File: config.mk
export PLATFORM = sky130hd
export DESIGN_NAME = fir_stream_ctrl
export DESIGN_NICKNAME = d
export VERILOG_FILES = /design/src/rtl/fir_ctrl_pkg.sv /design/src/rtl/fir_coef_buf.sv /design/src/rtl/fir_stream_ctrl.sv
export SDC_FILE = /design/constraint.sdc
export NUM_CORES = 1
export LEC_CHECK = 0
export CAP_MARGIN = 25
export CORE_MARGIN = 2
export CORE_UTILIZATION = 40
export CTS_CLUSTER_SIZE = 12
export DETAILED_ROUTE_END_ITERATION = 16
export GPL_ROUTABILITY_DRIVEN = 0
export PLACE_DENSITY = 0.63
export SYNTH_ARGS = -nofsm -noshare
export SYNTH_HDL_FRONTEND = slang
export SYNTH_HIERARCHICAL = 1
export SYNTH_SLANG_ARGS = --single-unit
File: constraint.sdc
create_clock -name clk -period 4.45 [get_ports clk]
set_clock_uncertainty 0.15 [all_clocks]
set_input_delay 1.1125 -clock clk [delete_from_list [all_inputs] [get_ports clk]]
set_output_delay 1.1125 -clock clk [all_outputs]
set_load 0.01 [all_outputs]
File: src/rtl/fir_ctrl_pkg.sv
// Shared state encoding and default widths for the FIR stream sequencer.
package fir_ctrl_pkg;

   localparam int DEF_X_N_SIZE     = 8;
   localparam int DEF_TAP_SIZE     = 3;
   localparam int DEF_NBR_OF_TAPS  = 4;
   localparam int DEF_SETUP_CYCLES = 4;

   typedef enum logic [2:0] {
      ST_SETUP  = 3'd0,
      ST_IDLE   = 3'd1,
      ST_STREAM = 3'd2,
      ST_LOAD   = 3'd3,
      ST_REPLAY = 3'd4,
      ST_GAP    = 3'd5
   } fir_state_e;

   // Index width that never collapses to zero bits.
   function automatic int width_of(input int v);
      return (v < 2) ? 1 : $clog2(v);
   endfunction

endpackage

File: src/rtl/fir_coef_buf.sv
// Coefficient set storage: one write port, one combinational read port, synchronous clear.
module fir_coef_buf
   import fir_ctrl_pkg::*;
#(
   parameter int TAP_SIZE    = DEF_TAP_SIZE,
   parameter int NBR_OF_TAPS = DEF_NBR_OF_TAPS,
   parameter int IDX_W       = width_of(DEF_NBR_OF_TAPS)
) (
   input  logic                clk_i,
   input  logic                clr_i,
   input  logic                we_i,
   input  logic [IDX_W-1:0]    widx_i,
   input  logic [TAP_SIZE-1:0] wdata_i,
   input  logic [IDX_W-1:0]    ridx_i,
   output logic [TAP_SIZE-1:0] rdata_o
);

   logic [TAP_SIZE-1:0] mem_q [NBR_OF_TAPS];

   always_ff @(posedge clk_i) begin
      if (clr_i) begin
         for (int i = 0; i < NBR_OF_TAPS; i++) mem_q[i] <= '0;
      end else if (we_i) begin
         mem_q[widx_i] <= wdata_i;
      end
   end

   assign rdata_o = mem_q[ridx_i];

endmodule

File: src/rtl/fir_stream_ctrl.sv
// Sequencer in front of the adaptive FIR: sample streaming, coefficient load and replay.
//  state  | meaning
//  SETUP  | FIR tap-init wait after reset
//  IDLE   | waiting for a config request or a sample
//  STREAM | forwarding samples, 2 empty cycles end the burst
//  LOAD   | capturing a coefficient set into the buffer
//  REPLAY | lead-in + N coefficients on x_n with set_coeffs
//  GAP    | one quiet cycle before IDLE
module fir_stream_ctrl
   import fir_ctrl_pkg::*;
#(
   parameter int X_N_SIZE     = DEF_X_N_SIZE,
   parameter int TAP_SIZE     = DEF_TAP_SIZE,
   parameter int NBR_OF_TAPS  = DEF_NBR_OF_TAPS,
   parameter int SETUP_CYCLES = DEF_SETUP_CYCLES
) (
   input  logic                clk,
   input  logic                reset,
   input  logic [X_N_SIZE-1:0] s_sample_tdata,
   input  logic                s_sample_tvalid,
   output logic                s_sample_tready,
   input  logic [TAP_SIZE-1:0] s_cfg_tdata,
   input  logic                s_cfg_tvalid,
   input  logic                s_cfg_tlast,
   output logic                s_cfg_tready,
   output logic [X_N_SIZE-1:0] fir_x_n,
   output logic                fir_tvalid,
   output logic                fir_set_coeffs,
   output logic                y_valid,
   output logic                busy,
   output logic                cfg_err
);

   localparam int K_W   = $clog2(NBR_OF_TAPS + 1);
   localparam int SC_W  = width_of(SETUP_CYCLES);
   localparam int IDX_W = width_of(NBR_OF_TAPS);

   fir_state_e          state_q, state_d;
   logic [SC_W-1:0]     setup_cnt_q, setup_cnt_d;
   logic [K_W-1:0]      k_q, k_d;
   logic                miss_q, miss_d;
   logic [X_N_SIZE-1:0] x_n_q, x_n_d;
   logic                tvalid_q, tvalid_d;
   logic                set_q, set_d;
   logic                yv_q;
   logic                busy_q, busy_d;
   logic                err_q, err_d;
   logic                sample_acc, cfg_acc;
   logic                buf_clr, buf_we;
   logic [IDX_W-1:0]    rd_idx;
   logic [TAP_SIZE-1:0] rd_data;

   assign s_sample_tready = ((state_q == ST_IDLE) || (state_q == ST_STREAM)) && !s_cfg_tvalid;
   assign s_cfg_tready    = (state_q == ST_LOAD);
   assign sample_acc      = s_sample_tvalid && s_sample_tready;
   assign cfg_acc         = s_cfg_tvalid && s_cfg_tready;

   fir_coef_buf #(
      .TAP_SIZE    (TAP_SIZE),
      .NBR_OF_TAPS (NBR_OF_TAPS),
      .IDX_W       (IDX_W)
   ) u_buf (
      .clk_i   (clk),
      .clr_i   (buf_clr),
      .we_i    (buf_we),
      .widx_i  (k_q[IDX_W-1:0]),
      .wdata_i (s_cfg_tdata),
      .ridx_i  (rd_idx),
      .rdata_o (rd_data)
   );

   always_ff @(posedge clk) begin
      if (reset) begin
         state_q     <= ST_SETUP;
         setup_cnt_q <= '0;
         k_q         <= '0;
         miss_q      <= 1'b0;
         x_n_q       <= '0;
         tvalid_q    <= 1'b0;
         set_q       <= 1'b0;
         yv_q        <= 1'b0;
         busy_q      <= 1'b0;
         err_q       <= 1'b0;
      end else begin
         state_q     <= state_d;
         setup_cnt_q <= setup_cnt_d;
         k_q         <= k_d;
         miss_q      <= miss_d;
         x_n_q       <= x_n_d;
         tvalid_q    <= tvalid_d;
         set_q       <= set_d;
         yv_q        <= tvalid_q;
         busy_q      <= busy_d;
         err_q       <= err_d;
      end
   end

   always_comb begin
      state_d     = state_q;
      setup_cnt_d = setup_cnt_q;
      k_d         = k_q;
      miss_d      = miss_q;
      buf_clr     = reset;
      buf_we      = 1'b0;
      case (state_q)
         ST_SETUP: begin
            if (setup_cnt_q == SC_W'(SETUP_CYCLES - 1)) state_d = ST_IDLE;
            else setup_cnt_d = setup_cnt_q + SC_W'(1);
         end
         ST_IDLE: begin
            if (s_cfg_tvalid) begin
               state_d = ST_LOAD;
               k_d     = '0;
               buf_clr = 1'b1;
            end else if (sample_acc) begin
               state_d = ST_STREAM;
               miss_d  = 1'b0;
            end
         end
         ST_STREAM: begin
            if (s_cfg_tvalid) begin
               state_d = ST_LOAD;
               k_d     = '0;
               buf_clr = 1'b1;
            end else if (sample_acc) begin
               miss_d = 1'b0;
            end else if (miss_q) begin
               state_d = ST_IDLE;
            end else begin
               miss_d = 1'b1;
            end
         end
         ST_LOAD: begin
            // k saturates at N so surplus words are swallowed without writing
            if (cfg_acc) begin
               if (k_q != K_W'(NBR_OF_TAPS)) begin
                  buf_we = 1'b1;
                  k_d    = k_q + K_W'(1);
               end
               if (s_cfg_tlast) begin
                  state_d = ST_REPLAY;
                  k_d     = '0;
               end
            end
         end
         ST_REPLAY: begin
            if (k_q == K_W'(NBR_OF_TAPS)) begin
               state_d = ST_GAP;
               k_d     = '0;
            end else begin
               k_d = k_q + K_W'(1);
            end
         end
         ST_GAP:  state_d = ST_IDLE;
         default: state_d = ST_SETUP;
      endcase
   end

   // Replay step j reads buf[N-j]; decoded against constants to keep the datapath increment-only.
   always_comb begin
      rd_idx = '0;
      for (int i = 0; i < NBR_OF_TAPS; i++) begin
         if (k_q == K_W'(NBR_OF_TAPS - i)) rd_idx = IDX_W'(i);
      end
   end

   always_comb begin
      x_n_d    = '0;
      tvalid_d = 1'b0;
      set_d    = 1'b0;
      busy_d   = (state_q != ST_IDLE);
      err_d    = 1'b0;
      if (sample_acc) begin
         x_n_d    = s_sample_tdata;
         tvalid_d = 1'b1;
      end
      if (state_q == ST_REPLAY) begin
         set_d = 1'b1;
         if (k_q != '0) x_n_d = X_N_SIZE'($signed(rd_data));
      end
      if (cfg_acc) begin
         if (s_cfg_tlast && (k_q < K_W'(NBR_OF_TAPS - 1))) err_d = 1'b1;
         if (!s_cfg_tlast && (k_q == K_W'(NBR_OF_TAPS - 1))) err_d = 1'b1;
      end
   end

   assign fir_x_n        = x_n_q;
   assign fir_tvalid     = tvalid_q;
   assign fir_set_coeffs = set_q;
   assign y_valid        = yv_q;
   assign busy           = busy_q;
   assign cfg_err        = err_q;

endmodule
==> results of run 1 <==
[final timing paths]
| kind | end | slack (ns) | cells past startpoint |
|---|---|---|---|
| worst min register to register | y_valid | 0.32 | 1 |
| worst min-delay path | y_valid | 0.32 | 1 |
| worst max-delay path | s_sample_tready | 0.76 | 3 |
| worst max register to register | fir_x_n[5] | 2.00 | 8 |
[registers in the layout, summed over array words and instances (netlist names)]
name and cells:
busy 1, cfg_err 1, fir_set_coeffs 1, fir_tvalid 1, fir_x_n 8, k_q 3
miss_q 1, setup_cnt_q 2, state_q 3, u_buf/mem_q 12, y_valid 1
[critical path, delay by kind of cell]
| family | cells | cell delay, ns |
|---|---|---|
| and+or+nand+nor | 1 | 0.24 |
| buffers and inverters | 2 | 1.07 |
[cell families (layout without fill, tap and decap cells)]
group,Yosys count,after routing
compound gates,42,42
simple gates,51,51
flops,34,34
buf+inv,16,47
fa+ha+maj,6,6
xor+xnor,2,2
mux,5,5
[power groups by stage]
| stage | Sequential [mW] | Combinational (mW) | Clock, mW |
|---|---|---|---|
| 6_report | 0.402 | 0.185 | 0.220 |
| 5_1_grt | 0.410 | 0.204 | 0.238 |
| 4_1_cts | 0.402 | 0.186 | 0.227 |
| 3_5_place_dp | 0.409 | 0.184 | 0 |
| 3_3_place_gp | 0.405 | 0.177 | 0 |
| 2_1_floorplan | 0.393 | 0.132 | 0 |
[metal layers]
metal / track usage / wire, µm
met1: 0.183 / 1460
met2: 0.249 / 1470
met3: 0.0373 / 198
met4: 0.0825 / 63
met5: 0 / 0
[cells in the mapped netlist (2+ instances only)]
cell type and number:
a21o_1 6, a21oi_1 9, a22o_1 3, a31o_2 2, a31oi_1 3, and2_1 13
and4bb_2 2, buf_2 3, clkbuf_1 2, dfxtp_1 22, edfxtp_1 12, ha_1 6
inv_1 9, mux2i_1 2, mux4_1 3, nand2_1 6, nand2b_1 3, nand3_1 2
nand3b_1 2, nand4_1 2, nor2_1 8, nor2b_1 2, nor3_1 3, o21ai_0 10
o21bai_1 3, xnor2_1 2
[layout make-up]
cell class	instances	area [µm²]	area share
Clock buffer	5	68.8	0.0331
Clock inverter	3	21.3	0.0102
Inverter	9	33.8	0.0163
Multi-Input combinational cell	106	791	0.380
Sequential cell	34	801	0.385
Tap cell	50	62.6	0.0301
Timing Repair Buffer	30	300	0.144
[stage by stage]
step	hold slack [ns]	cells
after detailed placement	0.314	229
after floorplan	0.312	156
after global routing	0.335	237
final	0.317	237
after CTS	0.325	237
after global placement	0.300	229
==> summary.md, run 1 <==
| Metric | Value |
|---|---|
| Status | finished clean |
| Internal power | 568 µW |
| Post-synthesis mux area share | 0.0593 |
| Max Fclk | 0.271 GHz |
| DRC viols | 0 |
| Die W | 68.6 µm |
| Post-synthesis sequential area ratio | 0.480 |
| Worst-path cell chain | clkdlybuf4s50_1, nor3_1, clkdlybuf4s50_1 |
| Routed WL per cell | 13.5 µm |
| Crit path kind | in2out |
| Via/cell ratio | 5.19 |
| CTS tree | done |
| Global-route wire length before repair | 5.22 mm |
| Initial Util | 0.417 |
| Final worst slack | 0.755 ns |
| Fin area | 2080 µm² |
| Slowest stage delay, CP | 0.57 ns |
| Sw Ratio | 0.296 |
| DP Area | 1990 µm² |
| Synth Area in Compound Gates | 0.173 |
| Post-synth top area share | 0.264 |
| Root buffer cell | clkbuf_8 |
| DP Wirelength | 2.41 mm |
| Final Hold Violating Endpoints | 0 |
| Synth Area in XOR/XNOR | 0.0105 |
| Resize count post-CTS | 0 |
| Clock share of power | 0.272 |
| Mapped Nets | 178 |
| Die area | 4700 µm² |
| Most frequent cells in the layout | 30 x clkdlybuf4s50_1, 22 x dfxtp_1, 13 x and2_1, 12 x edfxtp_1, 10 x o21ai_0 |
| Endpoints failing setup | 0 |
| Ratio of cells with drive above 1 in the final layout | 0.0856 |
| VDD IR-drop max | 134 µV |
| Syn Area/Cell | 10.7 µm² |
| Tot Pwr | 807 µW |
| Worst-Margin Slew | 0.794 ns |
| Post-synthesis async set-or-reset flop share | 0 |
| Number of core rows | 23 |
| GRT Total Usage | 0.152 |
| Net Sw Power | 239 µW |
| Sequential share of power | 0.499 |
| CTS Buf Count | 5 |
| Min Tclk post-route | 3.69 ns |
| WP data arrival | 2.43 ns |
| TritonRoute pass-1 iters | 4 |
| Netlist cell types | 42 |
| Synth area leaders | dfxtp_1 26%, edfxtp_1 22%, and2_1 4.9% |
| Post-Syn Area | 1670 µm² |
| Post-CTS Setup Inserts | 0 |
| Adder-cell share of the synthesized area | 0.0450 |
| Clock sinks | 34 |
| Setup crit end kind | primary output |
| Yosys reg bits | 34 |
| PD cells | 388 nW/µm² |
| NumNets Final | 208 |
| Largest net degree at the start of global routing | 17 |
| WP data required | 3.19 ns |
| Hold WC Path Type | reg2reg |
| TNS Setup | 0 ns |
| Number of synthesized flops with an enable pin | 12 |
| Die boundary height | 68.6 µm |
| Clock buffer depth | 2 |
| Syn. warnings | 6 |
| Mapped Cells | 156 |
| Pins Over Slew Limit | 0 |
| Total gr overflow | 0 |
| Synth Flop Type | dfxtp_1 |
| IO Count | 31 |
| Synth-to-layout area growth | 24.7% |
| Diodes inserted | 0 |
| Post-place setup slack | 0.800 ns |
| Max FO, Critical Path | 7 |
| Leakage power | 0.791 nW |
| Filler instances | 362 |
| Vias in the first global route | 1204 |
| Total of max-cap violations | 0 |
| Worst slew margin | 0.466 |
| Crit. Startpoint | s_cfg_tvalid |
| Simple logic cell fraction of the synthesized area | 0.187 |
| Skew-Pair Late Insertion Delay | 0.29 ns |
| Routed WL | 3.20 mm |
| Routed Antenna Nets | 0 |
| Final worst-path cycle share | 0.830 |
| Unrepaired setup endpoints after global routing | false |
| Hold Buf Count CTS | 0 |
| Reg-to-reg startpoint | k_q[0] |
| Worst-path clk slew | 0.07 ns |
| CP dominant cell by count | clkdlybuf4s50_1 |
| CP max stage cell | clkdlybuf4s50_1 |
| Combinational share of power | 0.229 |
| Core area | 4000 µm² |
| Main combinational cell family by area after synthesis | simple AND/OR/NAND/NOR gates |
| Synth area leader | dfxtp_1 |
| Port Buffers | 30 |
| CP Launch Type | input port |
| Worst hold start | fir_tvalid |
| Commonest non-fill, non-tap cell in the layout | clkdlybuf4s50_1 |
| Routed via count | 1231 |
| Util after Layout | 0.520 |
| Initial antenna violation count | 0 |
| Number of DRC markers in iteration 0 | 83 |
| Htree depth | 2 |
No activity file was read; power rests on OpenSTA's default activity.
==> run 2, diff against run 1 <==
PLACE_DENSITY = 0.65   (was 0.63)
clock period = 3.2 ns   (was 4.45 ns; I/O delays follow)
==> run 2 against run 1 <==
Critical path depth is the same. Via count grew 4.3%. Count of clock-buffer cells in the layout is the same. Combinational power grew 43%. Total power grew 61%. Routed wire length grew 7.0%. Utilization grew 1.8 points. Non-clock buffer count grew 3. Worst hold slack gained 0.0082 ns. Largest power group unchanged.
==> summary.md, run 2 (synthesized netlist as in run 1, its figures left out) <==
| Metric | Value |
|---|---|
| Skew-Pair Late Insertion Delay | 0.29 ns |
| Final non-filler cell total | 240 |
| Leakage power | 0.830 nW |
| Routed Antenna Nets | 0 |
| Pins Over Slew Limit | 0 |
| Die boundary height | 68.6 µm |
| CP dominant cell by count | clkdlybuf4s50_1 |
| Fin area | 2150 µm² |
| Status | finished clean |
| TNS Setup | 0 ns |
| Via/cell ratio | 5.35 |
| Worst-path cell chain | clkdlybuf4s50_1, nor3_1, clkdlybuf4s50_1 |
| Number of core rows | 23 |
| CP max stage cell | clkdlybuf4s50_1 |
| Worst-path clk slew | 0.06 ns |
| Routed WL | 3.42 mm |
| Die area | 4700 µm² |
| GRT Total Usage | 0.166 |
| Dpl cells | 232 |
| Max FO, Critical Path | 2 |
| Final worst-path cycle share | 0.906 |
| Initial antenna violation count | 0 |
| Worst path top cell family by delay | buffers and inverters |
| IO Count | 31 |
| CTS tree | done |
| PD cells | 603 nW/µm² |
| Sequential Area | 801 µm² |
| Setup crit end kind | primary output |
| Filler instances | 346 |
| Hold Buf Count CTS | 0 |
| Clock buffer depth | 2 |
| Diodes inserted | 0 |
| Vias in the first global route | 1194 |
| Reg-to-reg startpoint | k_q[0] |
| Ratio of cells with drive above 1 in the final layout | 0.100 |
| Min Hold Slack | 0.325 ns |
| Clock sinks | 34 |
| Commonest non-fill, non-tap cell in the layout | clkdlybuf4s50_1 |
| CTS Buf Count | 5 |
| Crit. Startpoint | s_cfg_tvalid |
| Crit path kind | in2out |
| Initial Util | 0.417 |
| DP Area | 2010 µm² |
| R2R Setup Slk | 0.74 ns |
| Unrepaired setup endpoints after global routing | false |
| WP buf/inv | 2 |
| Htree depth | 2 |
| Biggest register | u_buf/mem_q |
| Hold WC Path Type | reg2reg |
| Final Hold Violating Endpoints | 0 |
| Post-CTS Setup Inserts | 0 |
| NumNets Final | 211 |
| Post-place setup slack | 0.285 ns |
| Min Tclk post-route | 2.90 ns |
| Max Fclk | 0.345 GHz |
| Total of max-cap violations | 0 |
| Die W | 68.6 µm |
| Worst-Margin Slew | 0.717 ns |
| Root buffer cell | clkbuf_8 |
| Routed via count | 1284 |
| Core area | 4000 µm² |
| DP Wirelength | 2.53 mm |
| Synth-to-layout area growth | 28.9% |
| Routed WL per cell | 14.3 µm |
| WP data required | 2.25 ns |
| Multi-input logic area | 791 µm² |
| Number of DRC markers in iteration 0 | 53 |
| Global-route wire length before repair | 5.52 mm |
| Slowest stage delay, CP | 0.56 ns |
| CP Launch Type | input port |
| Endpoints failing setup | 0 |
| Worst hold start | fir_tvalid |
| TritonRoute pass-1 iters | 4 |
| Most frequent cells in the layout | 30 x clkdlybuf4s50_1, 22 x dfxtp_1, 13 x and2_1, 12 x edfxtp_1, 10 x o21ai_0 |
| Largest net degree at the start of global routing | 16 |
| DRC viols | 0 |
| Final worst slack | 0.302 ns |
| Total gr overflow | 0 |
| Max reg flops | 12 |
| Resize count post-CTS | 0 |
| Worst slew margin | 0.518 |
| VDD IR-drop max | 224 µV |
| Port Buffers | 30 |
| WP data arrival | 1.95 ns |
run 2: changes by cell type in the layout (fill, tap and decap cells not counted):
cell | before | now
bufinv_16 | 0 | 2
buf_4 | 0 | 3
clkinvlp_4 | 1 | 0
clkinv_2 | 1 | 0
run 2: power breakdown:
part	internal, mW	switching [mW]	total, mW
sequential	0.511	0.0495	0.560
combinational	0.132	0.133	0.265
clock	0.312	0.159	0.471
run 2: final timing paths:
check | cells past startpoint | end
setup reg to reg | 8 | fir_x_n[7]
hold reg to reg | 1 | y_valid
setup / recovery | 3 | s_sample_tready
hold / removal | 1 | y_valid
run 2: through the flow:
step,power [mW],util
finish,1.30,0.537
global placement,0.814,0.503
floorplan,0.730,-
global route,1.37,0.537
detailed placement,0.830,0.503
CTS,1.31,0.537
run 2: metal layers:
| metal | up-vias | GRT usage | share of wire |
|---|---|---|---|
| met4 | 0 | 0.0900 | 0.027 |
| met5 | - | 0 | 0 |
| met3 | 6 | 0.0487 | 0.066 |
| li1 | 631 | - | - |
| met1 | 598 | 0.201 | 0.44 |
| met2 | 49 | 0.264 | 0.47 |
run 2: final cells by class:
cell class	count	share of cell area
Tap cell	50	0.0291
Sequential cell	34	0.373
Multi-Input combinational cell	106	0.368
Inverter	9	0.0157
Clock buffer	5	0.0320
Clock inverter	3	0.0320
Timing Repair Buffer	33	0.150
==> run 3, diff against run 2 <==
SLEW_MARGIN = 0   (was unset)
==> results of run 3 <==
No change in the layout: final DEF, timing and power equal those of run 2.
